$ cat src/rtl/kianv_router_pkg.sv
// rtl/kianv_router_pkg.sv - shared types and helpers for the kianv memory router
package kianv_router_pkg;

  typedef enum logic [1:0] {
    ST_IDLE = 2'd0,
    ST_WAIT = 2'd1,
    ST_DONE = 2'd2
  } state_t;

  localparam logic [31:0] DEFAULT_ERR_RDATA = 32'h0000_0000;

  // A single-slave router still needs a 1-bit select register.
  function automatic int sel_w(input int n);
    return (n > 1) ? $clog2(n) : 1;
  endfunction

endpackage

$ cat src/rtl/kianv_router_decode.sv
// rtl/kianv_router_decode.sv - base/mask priority decoder, lowest index wins
module kianv_router_decode
  import kianv_router_pkg::*;
#(
  parameter int NUM_SLAVES = 4,
  parameter int SEL_W      = sel_w(NUM_SLAVES)
) (
  input  logic [31:0]              i_addr,
  input  logic [NUM_SLAVES*32-1:0] i_bases,
  input  logic [NUM_SLAVES*32-1:0] i_masks,
  output logic                     o_hit,
  output logic [SEL_W-1:0]         o_sel
);

  // Scan from the top down so the lowest-index match is the last write.
  always_comb begin
    o_hit = 1'b0;
    o_sel = '0;
    for (int i = NUM_SLAVES - 1; i >= 0; i--) begin
      if ((i_addr & i_masks[32*i +: 32]) == i_bases[32*i +: 32]) begin
        o_hit = 1'b1;
        o_sel = SEL_W'(i);
      end
    end
  end

endmodule

$ cat src/rtl/kianv_mem_router.sv
// rtl/kianv_mem_router.sv - kianv valid/ready master to NUM_SLAVES slaves with
// registered select, response timeout and sticky error capture
module kianv_mem_router
  import kianv_router_pkg::*;
#(
  parameter int                       NUM_SLAVES     = 4,
  parameter logic [NUM_SLAVES*32-1:0] SLAVE_BASE     = {32'h2000_0000, 32'h1000_0000,
                                                        32'h3000_0000, 32'h0000_0000},
  parameter logic [NUM_SLAVES*32-1:0] SLAVE_MASK     = {32'hFF00_0000, 32'hFFFF_0000,
                                                        32'hFFFF_0000, 32'hFFFF_8000},
  parameter int                       TIMEOUT_CYCLES = 255,
  parameter logic [31:0]              ERR_RDATA      = DEFAULT_ERR_RDATA
) (
  input  logic                     clk,
  input  logic                     reset,
  input  logic                     mem_valid,
  input  logic [31:0]              mem_addr,
  input  logic [31:0]              mem_wdata,
  input  logic [3:0]               mem_wstrb,
  output logic                     mem_ready,
  output logic [31:0]              mem_rdata,
  output logic [NUM_SLAVES-1:0]    s_valid,
  output logic [31:0]              s_addr,
  output logic [31:0]              s_wdata,
  output logic [3:0]               s_wstrb,
  input  logic [NUM_SLAVES-1:0]    s_ready,
  input  logic [NUM_SLAVES*32-1:0] s_rdata,
  output logic                     bus_error,
  output logic                     err_flag,
  output logic [31:0]              err_addr,
  input  logic                     err_clear
);

  localparam int          SEL_W    = sel_w(NUM_SLAVES);
  localparam logic [15:0] CNT_LAST = 16'(TIMEOUT_CYCLES - 1);

  state_t            r_state;
  state_t            w_next;
  logic [SEL_W-1:0]  r_sel;
  logic [15:0]       r_cnt;
  logic [31:0]       r_addr;
  logic [31:0]       r_wdata;
  logic [3:0]        r_wstrb;
  logic [31:0]       r_rdata;
  logic              r_err;
  logic              r_err_flag;
  logic [31:0]       r_err_addr;
  logic              w_dec_hit;
  logic [SEL_W-1:0]  w_dec_sel;
  logic              w_sel_ready;
  logic [31:0]       w_sel_rdata;
  logic              w_timeout;
  logic              w_err_now;
  logic [31:0]       w_err_addr;

  kianv_router_decode #(
    .NUM_SLAVES (NUM_SLAVES),
    .SEL_W      (SEL_W)
  ) u_decode (
    .i_addr  (mem_addr),
    .i_bases (SLAVE_BASE),
    .i_masks (SLAVE_MASK),
    .o_hit   (w_dec_hit),
    .o_sel   (w_dec_sel)
  );

  // Only the selected slave is looked at; the others' ready is ignored.
  always_comb begin
    w_sel_ready = 1'b0;
    w_sel_rdata = '0;
    s_valid     = '0;
    for (int i = 0; i < NUM_SLAVES; i++) begin
      if (r_sel == SEL_W'(i)) begin
        w_sel_ready = s_ready[i];
        w_sel_rdata = s_rdata[32*i +: 32];
        s_valid[i]  = (r_state == ST_WAIT);
      end
    end
  end

  always_ff @(posedge clk or posedge reset) begin
    if (reset) r_state <= ST_IDLE;
    else       r_state <= w_next;
  end

  always_comb begin
    w_next     = r_state;
    w_err_now  = 1'b0;
    w_timeout  = (r_cnt == CNT_LAST);
    w_err_addr = (r_state == ST_IDLE) ? mem_addr : r_addr;
    case (r_state)
      ST_IDLE: begin
        if (mem_valid) begin
          if (w_dec_hit) begin
            w_next = ST_WAIT;
          end else begin
            w_next    = ST_DONE;
            w_err_now = 1'b1;
          end
        end
      end
      ST_WAIT: begin
        if (w_sel_ready) begin
          w_next = ST_DONE;
        end else if (w_timeout) begin
          w_next    = ST_DONE;
          w_err_now = 1'b1;
        end
      end
      ST_DONE: w_next = ST_IDLE;
      default: w_next = ST_IDLE;
    endcase
  end

  always_ff @(posedge clk or posedge reset) begin
    if (reset) begin
      r_sel      <= '0;
      r_cnt      <= '0;
      r_addr     <= '0;
      r_wdata    <= '0;
      r_wstrb    <= '0;
      r_rdata    <= '0;
      r_err      <= 1'b0;
      r_err_flag <= 1'b0;
      r_err_addr <= '0;
    end else begin
      case (r_state)
        ST_IDLE: begin
          if (mem_valid) begin
            r_addr  <= mem_addr;
            r_wdata <= mem_wdata;
            r_wstrb <= mem_wstrb;
            r_sel   <= w_dec_sel;
            r_cnt   <= '0;
            r_err   <= ~w_dec_hit;
            if (!w_dec_hit) r_rdata <= ERR_RDATA;
          end
        end
        ST_WAIT: begin
          if (w_sel_ready) begin
            r_rdata <= w_sel_rdata;
            r_err   <= 1'b0;
          end else if (w_timeout) begin
            r_rdata <= ERR_RDATA;
            r_err   <= 1'b1;
          end else begin
            r_cnt <= r_cnt + 16'd1;
          end
        end
        default: ;
      endcase

      // A new error beats a same-cycle clear and records its own address.
      if (w_err_now) begin
        r_err_flag <= 1'b1;
        if (!r_err_flag || err_clear) r_err_addr <= w_err_addr;
      end else if (err_clear) begin
        r_err_flag <= 1'b0;
        r_err_addr <= '0;
      end
    end
  end

  assign mem_ready = (r_state == ST_DONE);
  assign bus_error = mem_ready & r_err;
  assign mem_rdata = r_rdata;
  assign s_addr    = r_addr;
  assign s_wdata   = r_wdata;
  assign s_wstrb   = r_wstrb;
  assign err_flag  = r_err_flag;
  assign err_addr  = r_err_addr;

endmodule

$ cat config.mk
export PLATFORM = sky130hd
export DESIGN_NAME = kianv_mem_router
export DESIGN_NICKNAME = d
export VERILOG_FILES = /design/src/rtl/kianv_router_pkg.sv /design/src/rtl/kianv_router_decode.sv /design/src/rtl/kianv_mem_router.sv
export SDC_FILE = /design/constraint.sdc
export NUM_CORES = 1
export LEC_CHECK = 0
export BUFFER_PORTS_ARGS = -buffer_cell sky130_fd_sc_hd__buf_2
export CAP_MARGIN = 20
export CORE_AREA = 2 2 132 134
export CTS_CLUSTER_DIAMETER = 40
export CTS_CLUSTER_SIZE = 24
export DETAILED_ROUTE_END_ITERATION = 7
export DIE_AREA = 0 0 134 136
export GPL_TIMING_DRIVEN = 0
export PLACE_DENSITY_LB_ADDON = 0.12
export SYNTH_ARGS = -nofsm -noshare
export SYNTH_HDL_FRONTEND = slang
export SYNTH_SLANG_ARGS = --single-unit
$ cat constraint.sdc
create_clock -name clk -period 6.7 [get_ports clk]
set_input_delay 1.005 -clock clk [delete_from_list [all_inputs] [get_ports clk]]
set_output_delay 1.005 -clock clk [all_outputs]
set_load 0.01 [all_outputs]
==> impl_metrics.toml <==
[critical_path]
slowest_stage = "clkbuf_1"
crit_type = "flip-flop to output port"
critPathCaptureType = "output port"
cp_num_buf_inv = 3
crit_required_ps = 5690
start_kind = "flip-flop"
crit_family = "buffers and inverters"
critPathArrivalTime_ps = 2160
critPathMaxStageDelay_ps = 550
cp_cell_sequence = "clkbuf_1 > buf_1 > and3_1 > buf_2"
crit_path_max_fanout = 10

[timing]
timing.final.hold_violations = 0
setup_tns_ps = 0
max_freq_ghz = 0.316
maxSlewHeadroom = 0.467
setup_ws_ps = 3540
skew_ps = 11.8
fin_crit_sh = 0.472
rsz0062_at_grt = "false"
final_max_slew_viol_count = 0
fin_crit_ps = 3160
worstMarginPinSlew_ps = 800
setup_viol = 0
hold_slack_ps = 471

[synthesis]
synthDistinctLibCells = 45
yosysSeqAreaShare = 0.526
ys.warnings.count = 0
synth_top_flop_cell = "dfrtp_1"
netlist.top_cell.by_area = "dfrtp_1"
synth_area_leaders = "dfrtp_1 (53%), nand2_1 (15%), mux4_2 (10%)"
syn_area_mm2 = 0.00732
synth-edff-count = 0
synth_seq_cells = 154
postSynth.asyncResetShare = 1.00
synth_most_common_cell = "nand2_1"
synth_top_cells_by_count = "nand2_1 (286), dfrtp_1 (154), clkbuf_1 (34)"
synth_area_per_cell_um2 = 10.2
synth.net_count = 927
synth_top_area_share = 0.526
synth_cells = 721

[global_routing]
grt-ovfl-total = 0
grt_pass1_vias = 6794
grtUsageTotal = 0.258
grt_max_degree = 98
grt_antenna_before_repair = 0
grt_pass1_wl_um = 36000

[pwr]
power_density_mw_per_mm2 = 243
p_leak_nw = 5.22
peakVddDrop_mv = 0.185
total_power_mw = 2.42

[min_path]
hold_class = "flip-flop to flip-flop"

[routing]
drt-met1-wl_um = 9720
drt_iter0_markers = 318
routed_wl_um = 23500
detail-route-antenna-nets = 0
vias = 6802
wl_per_cell_um = 17.8
viasPerCell = 5.15
drt_pre_antenna_iters = 5
wl_met3_um = 1900
wl_met2_um = 11200
drc = 0
top_layer = "met4"

[floorplan]
core_mm2 = 0.0169
die-area_mm2 = 0.0182
std_cell_rows = 48
start_util = 0.434
die_x_um = 134
dieHeight_um = 136
ios = 343

[placement]
io_buffers = 342
place_hpwl_um = 18000
pre_cts_ws_ps = 3350
place_area_mm2 = 0.00935
place_congestion = 0.847
place_inst = 1289

[cells_and_area]
fin_nets = 1289
antenna_cells = 0
drive_above_1_share = 0.391
fin_util = 0.590
nFillCells = 1511
area_growth_pct = 35.9
final_area_mm2 = 0.00995
fin_cells = 1321

[clocking]
cts_setup_buffers = 0
hold_buffers = 0
clkSinkCount = 154
clk_pin_slew_ps = 60
cts_buffer_depth = 2
post_cts_resized = 0
cts_tree = "done"
clk_latency_ps = 420
cts_buffers = 17
clockRootBuffer = "clkbuf_16"
cts_max_level = 4

[flow_run]
maxCapViolCount = 0

[run_status]
status = "finished clean"
==> cell usage in the layout (no fill, tap or decap), types with 4 or more instances in the layout <==
master     count
clkbuf_1      34
mux4_2        33
nor3_1         6
o211ai_1       5
nand2_1      286
inv_6          4
o21ai_1       32
nor2_1        13
o2bb2ai_1     32
o21ai_0        6
and2_1         5
nand4_1        8
xor2_1         4
clkbuf_16     17
nand2b_1       4
buf_2        354
dfrtp_1      154
nand3_1        6
nor4_1         4
mux2i_1       32
==> area by class of cell <==
cell class,instances,area (um^2),area share
plain buffers,49,199,0.0200
clock buffers,20,467,0.0469
clock inverters,12,136,0.0137
inverters,3,18.8,0.00189
multi-input cells,515,3260,0.327
flip-flops and latches,154,3850,0.387
well taps,225,282,0.0283
repair buffers,343,1740,0.175
==> kinds of logic after synthesis <==
| family | synth area share |
|---|---|
| AO/OA/AOI/OAI | 0.0885 |
| XOR/XNOR | 0.00479 |
| adder cells (fa/ha/maj) | 0.00342 |
| buffers and inverters | 0.0287 |
| flip-flops | 0.526 |
| multiplexers | 0.147 |
| AND/OR/NAND/NOR | 0.201 |
==> layer usage <==
metal  GRT usage  vias to the layer above
li1            -                     3213
met5           0                        -
met4       0.108                        0
met3      0.0790                       47
met1       0.325                     3283
met2       0.415                      259
==> power breakdown <==
part | internal [mW] | switching [mW] | total, mW
clock network | 0.582 | 0.395 | 0.977
logic | 0.168 | 0.220 | 0.388
registers | 1.01 | 0.0491 | 1.06
==> worst min-delay path: stages, from the launching register on <==
cell,delay (ps)
dfrtp_1,340
nand2_1,50
nand2_1,60
==> path summary, 6_finish.rpt <==
| path | from | to | slack (ps) | cells after the start |
|---|---|---|---|---|
| setup / recovery | r_sel[1] | s_valid[3] | 3540 | 4 |
| hold / removal | s_wdata[14] | s_wdata[14] | 470 | 2 |
| setup reg to reg | r_state[0] | s_addr[15] | 3980 | 7 |
| hold reg to reg | s_wdata[14] | s_wdata[14] | 470 | 2 |
| max in group asynchronous | reset | s_wdata[7] | 5280 | 3 |
| min in group asynchronous | reset | s_addr[8] | 600 | 2 |
==> sequential cells by signal, indices dropped and copies added, names as in the netlist <==
signal,flops
err_addr,32
err_flag,1
mem_rdata,32
r_cnt,16
r_err,1
r_sel,2
r_state,2
s_addr,32
s_wdata,32
s_wstrb,4
Note: power is estimated with default switching activity, not from simulation.
